File: src/rtl/sonar_pkg.sv
// Shared types and 100 MHz default timing constants for the ultrasonic
// ranging scheduler (HC-SR04 / SEN0208 class sensors).
package sonar_pkg;

    // Scheduler FSM states; all share one cycle counter.
    typedef enum logic [2:0] {
        IDLE,
        TRIG,
        WAIT_ECHO,
        MEASURE,
        HOLDOFF
    } sonar_state_t;

    // Defaults for a 100 MHz clock.
    localparam int TRIG_CYCLES  = 1000;       // 10 us trigger pulse
    localparam int ECHO_TIMEOUT = 30000;      // 300 us for the echo to start
    localparam int MAX_ECHO     = 2_320_000;  // 23.2 ms, about 400 cm
    localparam int GUARD_CYCLES = 5_100_000;  // 51 ms between measurements

    localparam int CNT_W  = 23;  // shared FSM counter width
    localparam int RES_W  = 22;  // published echo-width width
    localparam int CHID_W = 3;   // published channel-index width

endpackage

File: src/rtl/sonar_rr_pick.sv
// Round-robin channel picker (purely combinational).
// Returns the first channel set in mask strictly after index last, wrapping
// around, so that last itself is chosen only when it is the sole candidate.
//   mask  : channels eligible for selection
//   last  : channel served most recently
//   next  : chosen channel (equals last when nothing is eligible)
//   found : at least one channel is eligible
module sonar_rr_pick #(
    parameter int N_CH = 4,
    parameter int CH_W = 2
) (
    input  logic [N_CH-1:0] mask,
    input  logic [CH_W-1:0] last,
    output logic [CH_W-1:0] next,
    output logic            found
);

    int              idx;
    logic [N_CH-1:0] shifted;

    always_comb begin
        // NOTE: every variable written here gets a value before any branch,
        // so no path can leave one unassigned and infer a latch.
        next    = last;
        found   = 1'b0;
        idx     = 0;
        shifted = '0;
        for (int i = 1; i <= N_CH; i++) begin
            idx = int'(last) + i;
            if (idx >= N_CH) idx = idx - N_CH;
            shifted = mask >> idx;
            if (!found && shifted[0]) begin
                found = 1'b1;
                next  = CH_W'(idx);
            end
        end
    end

endmodule

File: src/rtl/sonar_scheduler.sv
// Multi-channel ultrasonic ranging scheduler.
// Serves masked channels round-robin: a trigger pulse, a wait for the echo
// to rise, a measurement of the echo width, then a guard holdoff so that
// late reflections cannot leak into the next channel's measurement.
//
// Build option: define SONAR_ECHO_SYNC_EN to pass every echo line through a
// two-flop synchronizer (2 cycles extra latency, same measured widths).
//
// Ports:
//   clock          : system clock (100 MHz for the default constants)
//   reset          : asynchronous, active-high reset
//   enable         : permits new measurement cycles (sampled in IDLE only)
//   ch_mask        : channels that take part in the rotation
//   echo_signal    : raw sensor echo lines
//   trigger_signal : sensor trigger lines, at most one high
//   result_valid   : one-cycle strobe when a result is published
//   result_ch      : channel of the latest result
//   result_cycles  : latest echo width in cycles (0 on timeout)
//   result_oor     : latest result is out of range (timeout or clamp)
//   dist_flat      : last result per channel, channel k at [22k+21:22k]
//   busy           : FSM is not in IDLE
module sonar_scheduler #(
    parameter int N_CH         = 4,
    parameter int TRIG_CYCLES  = sonar_pkg::TRIG_CYCLES,
    parameter int ECHO_TIMEOUT = sonar_pkg::ECHO_TIMEOUT,
    parameter int MAX_ECHO     = sonar_pkg::MAX_ECHO,
    parameter int GUARD_CYCLES = sonar_pkg::GUARD_CYCLES
) (
    input  logic                 clock,
    input  logic                 reset,
    input  logic                 enable,
    input  logic [N_CH-1:0]      ch_mask,
    input  logic [N_CH-1:0]      echo_signal,
    output logic [N_CH-1:0]      trigger_signal,
    output logic                 result_valid,
    output logic [2:0]           result_ch,
    output logic [21:0]          result_cycles,
    output logic                 result_oor,
    output logic [N_CH*22-1:0]   dist_flat,
    output logic                 busy
);

    import sonar_pkg::*;

    localparam int CH_W = (N_CH > 1) ? $clog2(N_CH) : 1;

    // Terminal counts: the counter starts at 0 on entry to each timed state.
    localparam logic [CNT_W-1:0] TRIG_LAST    = CNT_W'(TRIG_CYCLES - 1);
    localparam logic [CNT_W-1:0] TIMEOUT_LAST = CNT_W'(ECHO_TIMEOUT - 1);
    localparam logic [CNT_W-1:0] CLAMP_LAST   = CNT_W'(MAX_ECHO - 1);
    localparam logic [CNT_W-1:0] GUARD_LAST   = CNT_W'(GUARD_CYCLES - 1);
    localparam logic [RES_W-1:0] MAX_RES      = RES_W'(MAX_ECHO);

    sonar_state_t              state, state_next;
    logic [CNT_W-1:0]          cnt, cnt_next;
    logic [CH_W-1:0]           cur_ch, ch_next, pick_ch;
    logic                      pick_found;
    logic [N_CH-1:0]           echo_s, echo_prev;
    logic                      echo_cur, echo_rise;
    logic                      pub, pub_oor;
    logic [RES_W-1:0]          pub_cycles;
    logic [N_CH-1:0][RES_W-1:0] dist_q;

`ifdef SONAR_ECHO_SYNC_EN
    logic [N_CH-1:0] echo_meta, echo_sync;

    always_ff @(posedge clock or posedge reset) begin
        if (reset) begin
            echo_meta <= '0;
            echo_sync <= '0;
        end else begin
            echo_meta <= echo_signal;
            echo_sync <= echo_meta;
        end
    end

    assign echo_s = echo_sync;
`else
    assign echo_s = echo_signal;
`endif

    // echo_prev tracks every line continuously, so an echo that is already
    // high when WAIT_ECHO begins shows no rising edge until it falls and
    // rises again.
    assign echo_cur  = echo_s[cur_ch];
    assign echo_rise = echo_cur & ~echo_prev[cur_ch];

    sonar_rr_pick #(
        .N_CH (N_CH),
        .CH_W (CH_W)
    ) u_pick (
        .mask  (ch_mask),
        .last  (cur_ch),
        .next  (pick_ch),
        .found (pick_found)
    );

    always_comb begin
        state_next     = state;
        cnt_next       = cnt + CNT_W'(1);
        ch_next        = cur_ch;
        pub            = 1'b0;
        pub_oor        = 1'b0;
        pub_cycles     = '0;
        trigger_signal = '0;
        case (state)
            IDLE: begin
                cnt_next = '0;
                if (enable && pick_found) begin
                    state_next = TRIG;
                    ch_next    = pick_ch;
                end
            end
            TRIG: begin
                trigger_signal[cur_ch] = 1'b1;
                if (cnt == TRIG_LAST) begin
                    state_next = WAIT_ECHO;
                    cnt_next   = '0;
                end
            end
            WAIT_ECHO: begin
                if (echo_rise) begin
                    // The rise cycle is the first counted echo cycle.
                    state_next = MEASURE;
                    cnt_next   = CNT_W'(1);
                end else if (cnt == TIMEOUT_LAST) begin
                    pub        = 1'b1;
                    pub_oor    = 1'b1;
                    state_next = HOLDOFF;
                    cnt_next   = '0;
                end
            end
            MEASURE: begin
                if (!echo_cur) begin
                    pub        = 1'b1;
                    pub_cycles = cnt[RES_W-1:0];
                    state_next = HOLDOFF;
                    cnt_next   = '0;
                end else if (cnt == CLAMP_LAST) begin
                    // This high cycle brings the count to MAX_ECHO.
                    pub        = 1'b1;
                    pub_oor    = 1'b1;
                    pub_cycles = MAX_RES;
                    state_next = HOLDOFF;
                    cnt_next   = '0;
                end
            end
            HOLDOFF: begin
                if (cnt == GUARD_LAST) begin
                    state_next = IDLE;
                    cnt_next   = '0;
                end
            end
            default: begin
                state_next = IDLE;
                cnt_next   = '0;
            end
        endcase
    end

    always_ff @(posedge clock or posedge reset) begin
        if (reset) begin
            state         <= IDLE;
            cnt           <= '0;
            cur_ch        <= CH_W'(N_CH - 1);
            echo_prev     <= '0;
            result_valid  <= 1'b0;
            result_ch     <= '0;
            result_cycles <= '0;
            result_oor    <= 1'b0;
            // NOTE: the per-channel result store is small and visible on a
            // port, so it is reset like any other register.
            dist_q        <= '0;
        end else begin
            // NOTE: non-blocking assignments so every register samples the
            // values from before this clock edge.
            state        <= state_next;
            cnt          <= cnt_next;
            cur_ch       <= ch_next;
            echo_prev    <= echo_s;
            result_valid <= pub;
            if (pub) begin
                result_ch      <= CHID_W'(cur_ch);
                result_cycles  <= pub_cycles;
                result_oor     <= pub_oor;
                dist_q[cur_ch] <= pub_cycles;
            end
        end
    end

    assign dist_flat = dist_q;
    assign busy      = (state != IDLE);

endmodule
File: config.mk
export PLATFORM = sky130hd
export DESIGN_NAME = sonar_scheduler
export DESIGN_NICKNAME = d
export VERILOG_FILES = /design/src/rtl/sonar_pkg.sv /design/src/rtl/sonar_rr_pick.sv /design/src/rtl/sonar_scheduler.sv
export SDC_FILE = /design/constraint.sdc
export NUM_CORES = 1
export LEC_CHECK = 0
export CAP_MARGIN = 40
export CELL_PAD_IN_SITES_DETAIL_PLACEMENT = 0
export CELL_PAD_IN_SITES_GLOBAL_PLACEMENT = 1
export CORE_MARGIN = 2
export CORE_UTILIZATION = 40
export CTS_CLUSTER_SIZE = 20
export DETAILED_ROUTE_END_ITERATION = 7
export HOLD_SLACK_MARGIN = 0.03
export PLACE_DENSITY = 0.74
export SETUP_SLACK_MARGIN = 0.3
export SLEW_MARGIN = 20
export SYNTH_ARGS = -nofsm -noshare
export SYNTH_HDL_FRONTEND = slang
export SYNTH_SLANG_ARGS = --single-unit
File: constraint.sdc
create_clock -name clock -period 8.9 [get_ports clock]
set_input_delay 1.78 -clock clock [delete_from_list [all_inputs] [get_ports clock]]
set_output_delay 1.78 -clock clock [all_outputs]
set_load 0.1 [all_outputs]
# After elaboration in Yosys (flattened, before gate mapping)
# Index checks and enable logic that the tools add are counted.
[totals]
register_bits = 146
latch_bits = 0
ramBits = 0
romBits = 0
in_bits = 11
out_inout_bits = 120
wordCells = 106
n_memories = 0
[op_classes]
add_sub_neg = 9
n_mul = 0
n_div = 0
order_cmp = 6
n_eq_ne = 13
shift = 4
mux = 47
n_bitwise = 2
reduce_logical = 13
[op_table]
columns = ["cell", "n"]
rows = [
  ["$mux W23", 6],
  ["$ge A32 B4 Y1 const B", 4],
  ["$mux W32", 4],
  ["$shr A4 B32 Y1", 4],
  ["$sub A32 B4 Y32 const B", 4],
  ["$pmux W23 S4", 1],
  ["$bwmux W88", 1],
  ["$mux W22", 4],
  ["$demux W22 S2", 1],
  ["$add A23 B1 Y23 const B", 1],
  ["$eq A23 B10 Y1 const B", 1],
  ["$eq A23 B15 Y1 const B", 1],
  ["$eq A23 B22 Y1 const B", 1],
  ["$eq A23 B23 Y1 const B", 1],
  ["$mux W3", 7],
  ["$pmux W3 S5", 1],
  ["$mux W1", 12],
  ["$mux W2", 4],
  ["$add A2 B2 Y3 const B", 2],
  ["$eq A3 B2 Y1 const B", 2],
  ["$ne A2 B2 Y1 const B", 3],
  ["$ne A3 B3 Y1 const B", 2],
  ["$logic_and A1 B1 Y1", 5],
  ["$reduce_and A5 Y1", 1],
  ["other kinds (17)", 21],
]

# Logic depth before layout (Yosys ltp)
# Gate-level depths: netlist of run 1.
[logic_depth]
depth_word = 17
mapped_depth = 10
mapped_depth_nobuf = 8

# Cells and area by module
# From an unflattened synthesis of run 1, not the netlist that was laid out.
[hier_totals]
hier_cells = 507
area_unflattened_um2 = 6542.5
[by_module_without_submodules]
columns = ["module", "instances", "cells_each", "area_per_inst_um2", "seq_area_each_um2"]
rows = [
  ["sonar_scheduler", 1, 467, 6173.4, 3656.0],
  ["sonar_rr_pick", 1, 40, 369.1, 0.0],
]

# Worst setup path after synthesis of run 1
# Ideal clock, no wire load.
[synth_path]
kind = "flip-flop to output port"
from = "reg cur_ch[0]"
to = "out trigger_signal[2]"
t_arrival_ns = 2.036
required_time_ns = 7.120
path_slack_ns = 5.084
stages_incl_launch_ff = 7
n_path_buf = 3
path_cell_list = "dfstp_2 > buf_4 > inv_1 > ha_1 > buf_2 > clkbuf_1 > and2_1"
[synth_between]
elab_chain_len = 5
word_cells_on_any_way = 6
classes_between = "order compare: 2; mux: 3; reduce/logical: 1"
[synth_lines]
columns = ["item", "line", "text"]
rows = [
  ["start, declared", "sonar_scheduler.sv:56", "logic [CH_W-1:0] cur_ch, ch_next, pick_ch;"],
  ["start signal, assigned", "sonar_scheduler.sv:165", "cur_ch <= CH_W'(N_CH - 1);"],
  ["start signal, assigned", "sonar_scheduler.sv:179", "cur_ch <= ch_next;"],
  ["$lt A2 B3 Y1 (implied by the code) / $ge A2 B1 Y1 (equally long branches)", "sonar_scheduler.sv:115", "trigger_signal[cur_ch] = 1'b1;"],
  ["$logic_and A1 B1 Y1 (implied by the code)", "sonar_scheduler.sv:115", ""],
  ["$mux W1 (implied by the code)", "sonar_scheduler.sv:115", ""],
  ["$demux W1 S2 *", "sonar_scheduler.sv:115", ""],
  ["$mux W4 *", "sonar_scheduler.sv:106", "case (state)"],
  ["end, declared", "sonar_scheduler.sv:34", "output logic [N_CH-1:0] trigger_signal,"],
]
# Mark *: on every way between the ends. The rest lies on a longest branch, timed or not.

# Worst setup path after layout of run 1
# Same ends and word-level chain as after synthesis.

==> results of run 1 <==
metrics by stage:
| step | setup slack, ps | instances | instance area (µm²) | total power [µW] | hold WS (ps) |
|---|---|---|---|---|---|
| 6_report | 4490 | 956 | 10200 | 1450 | 481 |
| 3_5_place_dp | 4260 | 923 | 9550 | 705 | 469 |
| 3_3_place_gp | 3970 | 797 | 7650 | 703 | 477 |
| 5_1_grt | 4390 | 956 | 10200 | 1490 | 509 |
| 2_1_floorplan | 3200 | 500 | 6360 | 694 | 520 |
| 4_1_cts | 4440 | 955 | 10200 | 1460 | 486 |
placed cells by master, fill, tap and decap left out, types with 3 or more instances in the layout:
cell,instances
a21o_1,8
bufinv_16,3
clkbuf_16,17
o21ai_0,6
buf_4,3
clkdlybuf4s50_1,129
clkbuf_8,6
and2_1,5
a22o_1,46
ha_1,6
a32o_1,56
nand2b_4,4
o21a_4,8
nor2_1,35
nand4_1,4
buf_8,122
dfrtp_1,144
xor2_1,8
nand2b_1,4
mux4_2,5
inv_1,10
nand2_1,20
xnor2_1,14
a21oi_1,5
nand3_1,10
nor3_1,7
path summary, 6_finish.rpt:
check                                               from                             to  slack [ps]  cells past startpoint
min reg2reg                result_cycles[10]$_DFFE_PP0P_  result_cycles[10]$_DFFE_PP0P_         480                      1
min                        result_cycles[10]$_DFFE_PP0P_  result_cycles[10]$_DFFE_PP0P_         480                      1
min in group asynchronous                          reset         echo_prev[2]$_DFF_PP0_        1830                      2
max in group asynchronous                          reset      dist_flat[40]$_DFFE_PP0P_        5900                      4
max                                cur_ch[0]$_DFFE_PP1P_              trigger_signal[2]        4490                      5
max reg2reg                        cur_ch[0]$_DFFE_PP1P_      dist_flat[43]$_DFFE_PP0P_        5730                      7
routing by layer:
metal	track usage [%]	routed length [µm]	up-vias
li1	-	-	2320
met1	30.8	7960	2708
met2	39.8	9720	256
met3	4.88	1160	31
met4	7.40	342	0
met5	0	0	-
registers in the layout, summed over array words and instances, names as in the netlist:
register and count:
state 3, result_cycles 22, dist_flat 88, result_ch 2, cnt 23, echo_prev 4, cur_ch 2, result_valid 1
result_oor 1
logic make-up after synthesis:
kind of cell               synth area share, %
AOI/OAI and AO/OA                         20.4
xor gates and xnor gates                  3.03
adders and majority gates                 1.18
buffers and inverters                     5.45
DFF                                       57.5
muxes                                     2.28
other                                   0.0590
and+or+nand+nor                           10.1
worst max-delay path, delay by kind of cell (launching register included):
| family | cells | cell delay (ps) |
|---|---|---|
| flip-flops | 1 | 700 |
| AND/OR/NAND/NOR | 1 | 240 |
| buffers and inverters | 3 | 830 |
| adder cells (fa/ha/maj) | 1 | 440 |
layout make-up:
type,instances,area [µm²],area share (%)
Sequential cell,146,3660,35.9
Timing Repair Buffer,259,3220,31.6
Multi-Input combinational cell,292,2360,23.2
Clock buffer,25,515,5.06
Tap cell,216,270,2.65
Clock inverter,7,119,1.17
Inverter,11,46.3,0.454
power groups by stage:
stage                     clock network [µW]  logic (µW)  registers, µW
after global placement                     0        26.3            677
after CTS                                766        28.4            665
after floorplan                            0        17.2            677
final                                    757        27.5            665
after detailed placement                   0        28.3            677
after global routing                     796        31.2            665
==> flow_metrics.py, run 1 <==
metrics = {
    "outcome": {
        "status": "finished, final reports clean",
    },
    "floorplanning": {
        "fp.dieH_um": 130,
        "fp.dieW_um": 130,
        "core_area_um2": 15700,
        "initial_utilization_pct": 40.5,
        "rows": 46,
        "ioPinCount": 131,
        "dieArea_um2": 16900,
    },
    "synth": {
        "synth_cells": 500,
        "yosys-top-cells-count": "144 x dfrtp_1, 56 x a32o_1, 46 x a22o_1",
        "ys_types": 57,
        "async_reset_ff_share_pct": 100,
        "synth_area_um2": 6360,
        "yosysMostFrequentCell": "dfrtp_1",
        "ys.flop_type": "dfrtp_1",
        "avgSynthCellArea_um2": 12.7,
        "ys_top_cells_by_area": "dfrtp_1 57%, a32o_1 8.8%, a22o_1 6.3%",
        "synth-seq-area-share_pct": 57.5,
        "yosys_warnings": 0,
        "synth_edf_count": 0,
        "ys_ff_latch": 146,
        "synth_top_area_cell": "dfrtp_1",
        "yosys.area.top_type_share_pct": 56.7,
        "synth_fp_nets": 517,
    },
    "timing": {
        "finClkSkew_ps": 5.96,
        "tightest_slew_ps": 764,
        "hold_viol_final": 0,
        "relSlewSlack_pct": 49.1,
        "period_needed_ps": 4410,
        "max_freq_mhz": 227,
        "finalSetupTns_ps": 0,
        "finalCritPeriodShare_pct": 49.5,
        "rsz0062_at_grt": "no",
        "setup_viol": 0,
        "slew_violations": 0,
    },
    "route": {
        "wl_per_cell_um": 20.1,
        "vias": 5315,
        "vias_per_cell": 5.56,
        "firstDrtPassIters": 5,
        "ant_nets": 0,
        "drc": 0,
        "drt_iter0_markers": 542,
        "wl_um": 19200,
    },
    "clock_network": {
        "cts_setup_buffers": 0,
        "cts_hold_buf": 0,
        "cts.path.max_buffers": 2,
        "tritoncts": "done",
        "clk_latency_ps": 420,
        "h-tree-depth": 4,
        "cts_buffers": 17,
        "cts-root-buf": "clkbuf_16",
        "cts.clk_slew.worst_paths_ps": 60,
        "cts_resized": 0,
        "cts.sinks": 146,
    },
    "worst_setup_path": {
        "crit_required_ps": 7120,
        "worstSetupPathType": "reg2out",
        "crit_path_max_incr_delay_ps": 700,
        "crit_fanout": 12,
        "critPathArrivalTime_ps": 2630,
        "slowest_stage": "dfstp_2",
        "crit_chain": "inv_1, ha_1, and2_1, clkdlybuf4s50_1, buf_8",
        "cp-end-kind": "primary output",
        "cp-start-kind": "flip-flop",
    },
    "power": {
        "pwr-share-clk_pct": 52.2,
        "pwr_density_cell_nw_per_um2": 142,
        "peakVddDrop_mv": 0.125,
        "p_int_uw": 1160,
        "p_leak_uw": 0.00454,
        "p_sw_uw": 290,
        "sw_frac_of_total_pct": 20.0,
        "p_comb_share_pct": 1.9,
        "p_seq_share_pct": 45.9,
    },
    "global_route": {
        "grt_pass1_vias": 5261,
        "antenna_found_initial": 0,
        "groute.usage.overall_pct": 23.6,
        "grt_max_degree": 74,
        "grt_pass1_wl_um": 29800,
        "overflow": 0,
    },
    "cells_and_area": {
        "syn2layout_area_growth_pct": 60.3,
        "fillers": 1118,
        "final_layout_size_suffix_gt1_share_pct": 25.9,
        "diodes": 0,
        "post-route-util_pct": 64.8,
        "nets": 744,
    },
    "placement": {
        "io_buffers": 129,
        "gp_congestion": 0.852,
        "dp_hpwl_um": 13500,
    },
    "job": {
        "drv_cap": 0,
    },
    "min_path": {
        "hold_path.class": "reg2reg",
    },
}
Note: power is estimated with default switching activity, not from simulation.
==> run 2: changes to the inputs <==
CORE_UTILIZATION = 37   (was 40)
PLACE_DENSITY = 0.72   (was 0.74)
clock period = 4 ns   (was 8.9 ns; I/O delays follow)
==> run 2 against run 1 <==
Against the previous run:
- register-to-register slack worse by 4600 ps
- non-clock buffer count is 2 lower
- total power is 120% higher
- via count fell by 3.0%
- global-route usage shrank 1.7 points
- wire length decreased by 0.41%
- first-iteration DRC count is 35% lower
- critical endpoint is now trigger_signal[0]
- critical path depth unchanged
- largest power group unchanged
- sequential power is 120% higher
- critical path type unchanged
- highest routed layer unchanged
- clock power is 120% higher
- hold slack gained 4.7 ps
==> flow_metrics.py, run 2 (synthesis results as in run 1) <==
metrics = {
    "floorplanning": {
        "rows": 47,
        "ioPinCount": 131,
        "fp.dieH_um": 135,
        "dieArea_um2": 18200,
        "initial_utilization_pct": 38.1,
        "fp.dieW_um": 135,
        "core_area_um2": 16700,
    },
    "placement": {
        "io_buffers": 129,
        "gp_congestion": 0.816,
        "dp_hpwl_um": 13500,
    },
    "cells_and_area": {
        "seqCellArea_um2": 3660,
        "diodes": 0,
        "nets": 742,
        "largest_reg_flops": 88,
        "multi_input_area_um2": 2360,
        "syn2layout_area_growth_pct": 60.9,
        "fillers": 1226,
        "layout_commonest_cell": "dfrtp_1",
        "final_layout_size_suffix_gt1_share_pct": 26.3,
        "post-route-util_pct": 61.2,
        "mostFrequentLayoutCells": "144 x dfrtp_1, 125 x clkdlybuf4s50_1, 105 x buf_8, 56 x a32o_1, 46 x a22o_1",
    },
    "clock_network": {
        "cts.sinks": 146,
        "cts.path.max_buffers": 2,
        "cts_setup_buffers": 0,
        "clk_latency_ps": 430,
        "cts_hold_buf": 0,
        "cts-root-buf": "clkbuf_16",
        "h-tree-depth": 4,
        "cts_resized": 0,
        "cts_buffers": 17,
        "cts.clk_slew.worst_paths_ps": 60,
        "tritoncts": "done",
    },
    "worst_setup_path": {
        "reg2reg_depth": 8,
        "crit_family": "flip-flops",
        "crit_required_ps": 3200,
        "crit_chain": "inv_1, ha_1, buf_4, and2_1, buf_4",
        "worstSetupPathType": "reg2out",
        "cp-end-kind": "primary output",
        "crit_cells": 5,
        "crit_fanout": 24,
        "crit_path_max_incr_delay_ps": 690,
        "worst_r2r_endpoint": "state[0]$_DFFE_PP0P_",
        "cpMostUsedCell": "buf_4",
        "critPathArrivalTime_ps": 2170,
        "slowest_stage": "dfstp_2",
        "reg2reg_from": "cnt[0]$_DFF_PP0_",
        "r2r_setup_slack_ps": 1090,
        "crit_path_start": "cur_ch[0]$_DFFE_PP1P_",
        "cp-start-kind": "flip-flop",
        "crit_buf_inv": 3,
    },
    "timing": {
        "tightest_slew_ps": 637,
        "finClkSkew_ps": 10.6,
        "period_needed_ps": 2970,
        "max_freq_mhz": 336,
        "hold_viol_final": 0,
        "finalCritPeriodShare_pct": 74.3,
        "rsz0062_at_grt": "no",
        "relSlewSlack_pct": 57.6,
        "setup_viol": 0,
        "slew_violations": 0,
        "finalSetupTns_ps": 0,
    },
    "global_route": {
        "grt_pass1_vias": 5366,
        "grt_pass1_wl_um": 30300,
        "antenna_found_initial": 0,
        "grt_max_degree": 67,
        "groute.usage.overall_pct": 21.9,
        "overflow": 0,
    },
    "power": {
        "peakVddDrop_mv": 0.287,
        "pwr_density_cell_nw_per_um2": 310,
        "p_leak_uw": 0.00455,
    },
    "route": {
        "vias_per_cell": 5.38,
        "drc": 0,
        "vias": 5157,
        "drt_iter0_markers": 350,
        "ant_nets": 0,
        "firstDrtPassIters": 4,
        "wl_um": 19100,
        "wl_per_cell_um": 19.9,
    },
    "min_path": {
        "hold_path.class": "reg2reg",
        "holdCritStartpoint": "result_cycles[16]$_DFFE_PP0P_",
        "hold_path_end": "result_cycles[16]$_DFFE_PP0P_",
        "whs_path_depth": 1,
    },
    "job": {
        "drv_cap": 0,
    },
    "outcome": {
        "status": "finished, final reports clean",
    },
}
[run 2: cell types whose count changed in the layout (fill, tap and decap cells not counted), sizes merged]
cell and delta:
clkinv +5, clkdlybuf4s50 -4, buf +2, clkbuf -5
[run 2: layer usage]
metal	global-route usage (%)	wire length, µm	vias to the layer above
li1	-	-	2310
met1	29.1	8360	2638
met2	36.6	9570	184
met3	3.72	873	25
met4	7.18	300	0
met5	0	0	-
[run 2: area by class of cell]
cell class | count | share of cell area (%)
flip-flops and latches | 146 | 35.8
repair buffers | 257 | 32.1
multi-input cells | 292 | 23.1
clock buffers | 20 | 4.37
well taps | 220 | 2.69
clock inverters | 12 | 1.53
inverters | 11 | 0.440
[run 2: worst max path at each step]
stage	to
2_1_floorplan	trigger_signal[2]
3_3_place_gp	dist_flat[21]$_DFFE_PP0P_
3_5_place_dp	dist_flat[21]$_DFFE_PP0P_
4_1_cts	trigger_signal[2]
5_1_grt	state[0]$_DFFE_PP0P_
6_report	trigger_signal[0]
[run 2: worst reg2reg max path, delay by kind of cell, from the launching register on]
family                     cells  cell delay [ps]
adders and majority gates      1              320
AOI/OAI and AO/OA              3              670
buffers and inverters          1              250
and+or+nand+nor                3              970
DFF                            1              580
[run 2: through the flow]
stage          power, µW  setup WS (ps)  cell area [µm²]  hold slack [ps]  std cells
2_1_floorplan       1550           1160             6360              520        500
3_3_place_gp        1570            845             7720              466        808
3_5_place_dp        1570            732             9600              468        924
4_1_cts             3190            994            10200              490        956
5_1_grt             3270            858            10200              504        958
6_report            3170           1030            10200              486        958
[run 2: where the power goes]
group | total (µW) | internal, µW | switching [µW]
clock | 1630 | 1000 | 625
combinational | 64.3 | 21.9 | 42.4
sequential | 1480 | 1480 | 0.569
total | 3170 | 2500 | 668
